## config.mk

```make
export PLATFORM = sky130hd
export DESIGN_NAME = cnot_debounce_bank
export DESIGN_NICKNAME = d
export VERILOG_FILES = /design/src/rtl/cnot_pkg.sv /design/src/rtl/cnot_debounce_chan.sv /design/src/rtl/cnot_debounce_bank.sv
export SDC_FILE = /design/constraint.sdc
export NUM_CORES = 1
export LEC_CHECK = 0
export CORE_ASPECT_RATIO = 0.9
export CORE_UTILIZATION = 55
export CTS_BUF_LIST = sky130_fd_sc_hd__clkbuf_2 sky130_fd_sc_hd__clkbuf_4 sky130_fd_sc_hd__clkbuf_8
export DETAILED_ROUTE_END_ITERATION = 12
export HOLD_SLACK_MARGIN = 0.06
export PLACE_DENSITY = 0.91
export SYNTH_ARGS = -nofsm -noshare
export SYNTH_HDL_FRONTEND = slang
export SYNTH_SLANG_ARGS = --single-unit
```

## constraint.sdc

```tcl
create_clock -name clk -period 1.6 [get_ports clk]
set_input_delay 0.32 -clock clk [delete_from_list [all_inputs] [get_ports clk]]
set_output_delay 0.32 -clock clk [all_outputs]
set_load 0.03 [all_outputs]
```

## src/rtl/cnot_pkg.sv

```systemverilog
// Shared definitions for the CNOT debounce bank: mode encodings and counter sizing.
package cnot_pkg;

    localparam logic [1:0] MODE_BYPASS   = 2'd0;
    localparam logic [1:0] MODE_DEBOUNCE = 2'd1;
    localparam logic [1:0] MODE_TOGGLE   = 2'd2;

    function automatic int unsigned cnt_width(input int unsigned cycles);
        return $clog2(cycles + 1);
    endfunction

endpackage

```

## src/rtl/cnot_debounce_chan.sv

```systemverilog
// One CNOT channel: synchroniser, debounce counter, toggle latch and registered
// output with change pulse.
module cnot_debounce_chan
    import cnot_pkg::*;
#(
    parameter int unsigned SYNC_STAGES     = 2,
    parameter int unsigned DEBOUNCE_CYCLES = 16
) (
    input  logic       clk,
    input  logic       rst,
    input  logic       din,
    input  logic       inv_mask,
    input  logic [1:0] mode,
    output logic       dout,
    output logic       change,
    output logic       stable
);

    localparam int unsigned    CW       = cnt_width(DEBOUNCE_CYCLES);
    localparam logic [CW-1:0]  CNT_LAST = CW'(DEBOUNCE_CYCLES - 1);

    logic [SYNC_STAGES-1:0] sync;
    logic [CW-1:0]          cnt;
    logic                   s;
    logic                   deb;
    logic                   tq;
    logic                   accept;
    logic                   src;
    logic                   dout_next;

    assign s      = sync[SYNC_STAGES-1];
    assign accept = (s != deb) && (cnt == CNT_LAST);

    always_comb begin
        src = deb;
        case (mode)
            MODE_BYPASS: src = s;
            MODE_TOGGLE: src = tq;
            default:     src = deb;
        endcase
    end

    assign dout_next = src ^ inv_mask;

    always_ff @(posedge clk or posedge rst) begin
        if (rst) begin
            sync   <= '0;
            cnt    <= '0;
            deb    <= 1'b0;
            tq     <= 1'b0;
            stable <= 1'b1;
            dout   <= 1'b0;
            change <= 1'b0;
        end else begin
            sync <= {sync[SYNC_STAGES-2:0], din};
            if (s == deb) begin
                cnt    <= '0;
                stable <= 1'b1;
            end else if (accept) begin
                deb    <= s;
                cnt    <= '0;
                stable <= 1'b1;
            end else begin
                cnt    <= cnt + CW'(1);
                stable <= 1'b0;
            end
            // tq flips on the same edge deb is accepted high, regardless of mode
            if (accept && s)
                tq <= ~tq;
            dout   <= dout_next;
            change <= dout_next ^ dout;
        end
    end

endmodule

```

## src/rtl/cnot_debounce_bank.sv

```systemverilog
// WIDTH-channel controlled-NOT bank with synchronised, debounced inputs;
// each channel is independent and all share the mode select.
module cnot_debounce_bank
    import cnot_pkg::*;
#(
    parameter int unsigned WIDTH           = 4,
    parameter int unsigned SYNC_STAGES     = 2,
    parameter int unsigned DEBOUNCE_CYCLES = 16
) (
    input  logic             clk,
    input  logic             rst,
    input  logic [WIDTH-1:0] din,
    input  logic [WIDTH-1:0] inv_mask,
    input  logic [1:0]       mode,
    output logic [WIDTH-1:0] dout,
    output logic [WIDTH-1:0] change,
    output logic [WIDTH-1:0] stable
);

    for (genvar i = 0; i < WIDTH; i++) begin : g_chan
        cnot_debounce_chan #(
            .SYNC_STAGES     (SYNC_STAGES),
            .DEBOUNCE_CYCLES (DEBOUNCE_CYCLES)
        ) u_chan (
            .clk      (clk),
            .rst      (rst),
            .din      (din[i]),
            .inv_mask (inv_mask[i]),
            .mode     (mode),
            .dout     (dout[i]),
            .change   (change[i]),
            .stable   (stable[i])
        );
    end

endmodule

```

==> impl_metrics.tcl <==
set metrics [dict create \
    tightest_slew_ns 0.4002 \
    detail_route.wl_per_cell_um 14.18 \
    drt-initial-drc-count 31 \
    clk_pin_slew_worst_paths_ns 0.08 \
    worst_path_largest_cell_delay_ns 0.53 \
    synth_xor_area_frac 0.1227 \
    cts_tree "done" \
    core_um2 3428 \
    hold_class "flip-flop to flip-flop" \
    multi_input_area_um2 683.2 \
    io_pins 24 \
    n_antenna_cell 0 \
    path_buf_inv 1 \
    arrival_ns 1.21 \
    grt_pass1_vias 1182 \
    p_leak_nw 1.139 \
    cts_root_buf "clkbuf_8" \
    clockBufferDepth 2 \
    die-area_um2 3881 \
    clock-skew-final_ns 0.007478 \
    synth_top_family_by_area "simple AND/OR/NAND/NOR gates" \
    synth_nets 169 \
    final-setup-viol-count 0 \
    crit_chain "dlygate4sd2_1" \
    rows 20 \
    synthMuxAreaShare 0.04255 \
    place_area_um2 2217 \
    ys_seq_area_frac 0.6033 \
    firstDrtPassIters 4 \
    seqCellArea_um2 1206 \
    drt-total-wl_um 3077 \
    r2r_slack_ns 0.28 \
    ant_nets 0 \
    gr-usage-all-layers 0.1962 \
    antenna_found_initial 0 \
    yosys.cell_types.count 19 \
    synth-simple-area-share 0.1239 \
    maxCapViolations 0 \
    start_util 0.5832 \
    synth_fa_ha_area_frac 0.02503 \
    criticalPathCategory "flip-flop to output port" \
    cts_buffers 5 \
    relSlewSlack 0.7324 \
    fin_nets 188 \
    rsz0062_at_grt "no" \
    hold_viol 0 \
    nFillCells 234 \
    cts_setup_buffers 0 \
    ys_seq_elements 48 \
    syn_area_um2 1999 \
    drc 0 \
    htreeDepth 2 \
    gr-total-overflow 0 \
    status "finished, final reports clean" \
    synth_warnings 0 \
    dp_hpwl_um 2373 \
    clk_latency_ns 0.30 \
    ir_drop_v 0.0007125 \
    grt_pass1_wl_um 5244 \
    synth_compound_area_frac 0.02753 \
    critPathLaunchType "flip-flop" \
    crit_family "flip-flops" \
    drive_gt1_frac 0.1792 \
    via_per_inst 5.005 \
    cp_slowest_cell "dfstp_2" \
    finalSetupTns_ns 0 \
    gp_routability_congestion 0.8344 \
    fin_crit_ns 1.534 \
    synthCells 153 \
    die_h_um 59.20 \
    clock_sinks 48 \
    die_x_um 65.56 \
    fmax_mhz 651.9 \
    syn_to_final_growth_pct 14.77 \
    fin_area_um2 2295 \
    synth.avg_cell_area_um2 13.07 \
    grt_max_degree 31 \
    worstPathRequired_ns 1.28 \
    finalMaxSlewViolations 0 \
    path_max_fanout 1 \
    power.density_nw_per_um2 1016 \
    portBuffers 23 \
    fin_crit_sh 0.9587 \
    vias 1086 \
    worst_setup_path_end_kind "output port" \
]
==> cells in the mapped netlist (all sizes together) <==
library cell / instances / share of area
mux2i: 4 / 0.020
xor2: 20 / 0.088
dfstp: 4 / 0.053
o21ai: 8 / 0.028
and2: 5 / 0.016
clkbuf: 1 / 0.0025
nand3: 8 / 0.030
inv: 4 / 0.0075
xnor2: 8 / 0.035
ha: 4 / 0.025
nor4b: 4 / 0.030
and3: 4 / 0.013
buf: 12 / 0.045
nor2: 15 / 0.028
dfrtp: 44 / 0.55
nand2: 4 / 0.0075
mux2: 4 / 0.023
==> cells by family after synthesis <==
family | Yosys count
buffers and inverters | 17
multiplexers | 8
flip-flops | 48
AND/OR/NAND/NOR | 40
adder cells (fa/ha/maj) | 4
AO/OA/AOI/OAI | 8
XOR/XNOR | 28
==> what timing repair did <==
item,4_1_cts,5_1_grt
hold buffers,0,0
gates resized for setup,12,0
setup endpoints to repair,12,0
==> worst reg2reg max path: stages, from the launching register on <==
cell	delay, ns
dfrtp_1	0.40
ha_1	0.23
nand3_2	0.12
nor2_1	0.13
mux2_2	0.34
==> final timing paths <==
kind,startpoint,end,cells after the start
worst max register to register,g_chan[3].u_chan.cnt[0],g_chan[3].u_chan.deb,4
min in group asynchronous,rst,g_chan[1].u_chan.deb,3
max in group asynchronous,rst,g_chan[2].u_chan.stable,3
worst max-delay path,g_chan[3].u_chan.stable,stable[3],1
worst min-delay path,g_chan[3].u_chan.sync[0],g_chan[3].u_chan.sync[1],0
worst min register to register,g_chan[3].u_chan.sync[0],g_chan[3].u_chan.sync[1],0
==> layout make-up <==
cell class / instances / area share
clock buffers: 6 / 0.03599
clock inverters: 2 / 0.004362
inverters: 4 / 0.006543
multi-input cells: 88 / 0.2977
flip-flops and latches: 48 / 0.5256
well taps: 44 / 0.02399
repair buffers: 25 / 0.1058
==> power by group <==
part	internal (W)	switching, W
clock network	0.000345	0.000378
logic	0.000118	0.000167
registers	0.00128	0.0000402
==> registers in the layout (all words and copies together), names as in the netlist <==
name,cells
g_chan.u_chan.sync,8
g_chan.u_chan.stable,4
g_chan.u_chan.tq,4
g_chan.u_chan.deb,4
g_chan.u_chan.cnt,20
g_chan.u_chan.change,4
g_chan.u_chan.dout,4
==> per-stage QoR <==
stage | std cells | util | hold WS, ns | total power [W] | setup slack, ns
2_1_floorplan | 153 | - | 0.3312 | 0.001564 | 0.1422
3_3_place_gp | 209 | 0.6467 | 0.3370 | 0.001640 | 0.03548
3_5_place_dp | 209 | 0.6467 | 0.3402 | 0.001662 | 0.005075
4_1_cts | 217 | 0.6693 | 0.3601 | 0.002367 | 0.04565
5_1_grt | 217 | 0.6693 | 0.3634 | 0.002450 | 0.01571
6_report | 217 | 0.6693 | 0.3552 | 0.002331 | 0.06614
==> layout by cell type, fill, tap and decap left out <==
master,synthesis,layout
clkdlybuf4s50_1,0,11
and2_1,5,5
nor4b_2,4,4
clkbuf_8,0,6
buf_12,0,1
xor2_1,20,20
clkinv_2,0,2
inv_2,0,1
dfstp_2,4,4
o21ai_1,4,4
o21ai_2,4,4
dfrtp_1,44,44
ha_1,4,4
nor2_1,15,15
nand2_1,4,4
buf_4,12,1
mux2i_1,4,4
nand3_1,4,4
mux2_2,4,4
dlygate4sd2_1,0,12
xnor2_1,8,8
nand3_2,4,4
inv_1,4,3
and3_1,4,4
==> layer usage <==
metal	GRT usage	part of all wire	up-vias
met2	0.3490	0.55	23
met3	0.08269	0.046	6
met4	0.09317	0.013	0
met5	0	0	-
li1	-	-	524
met1	0.1995	0.39	533
Power figures use the tool's default switching activity.
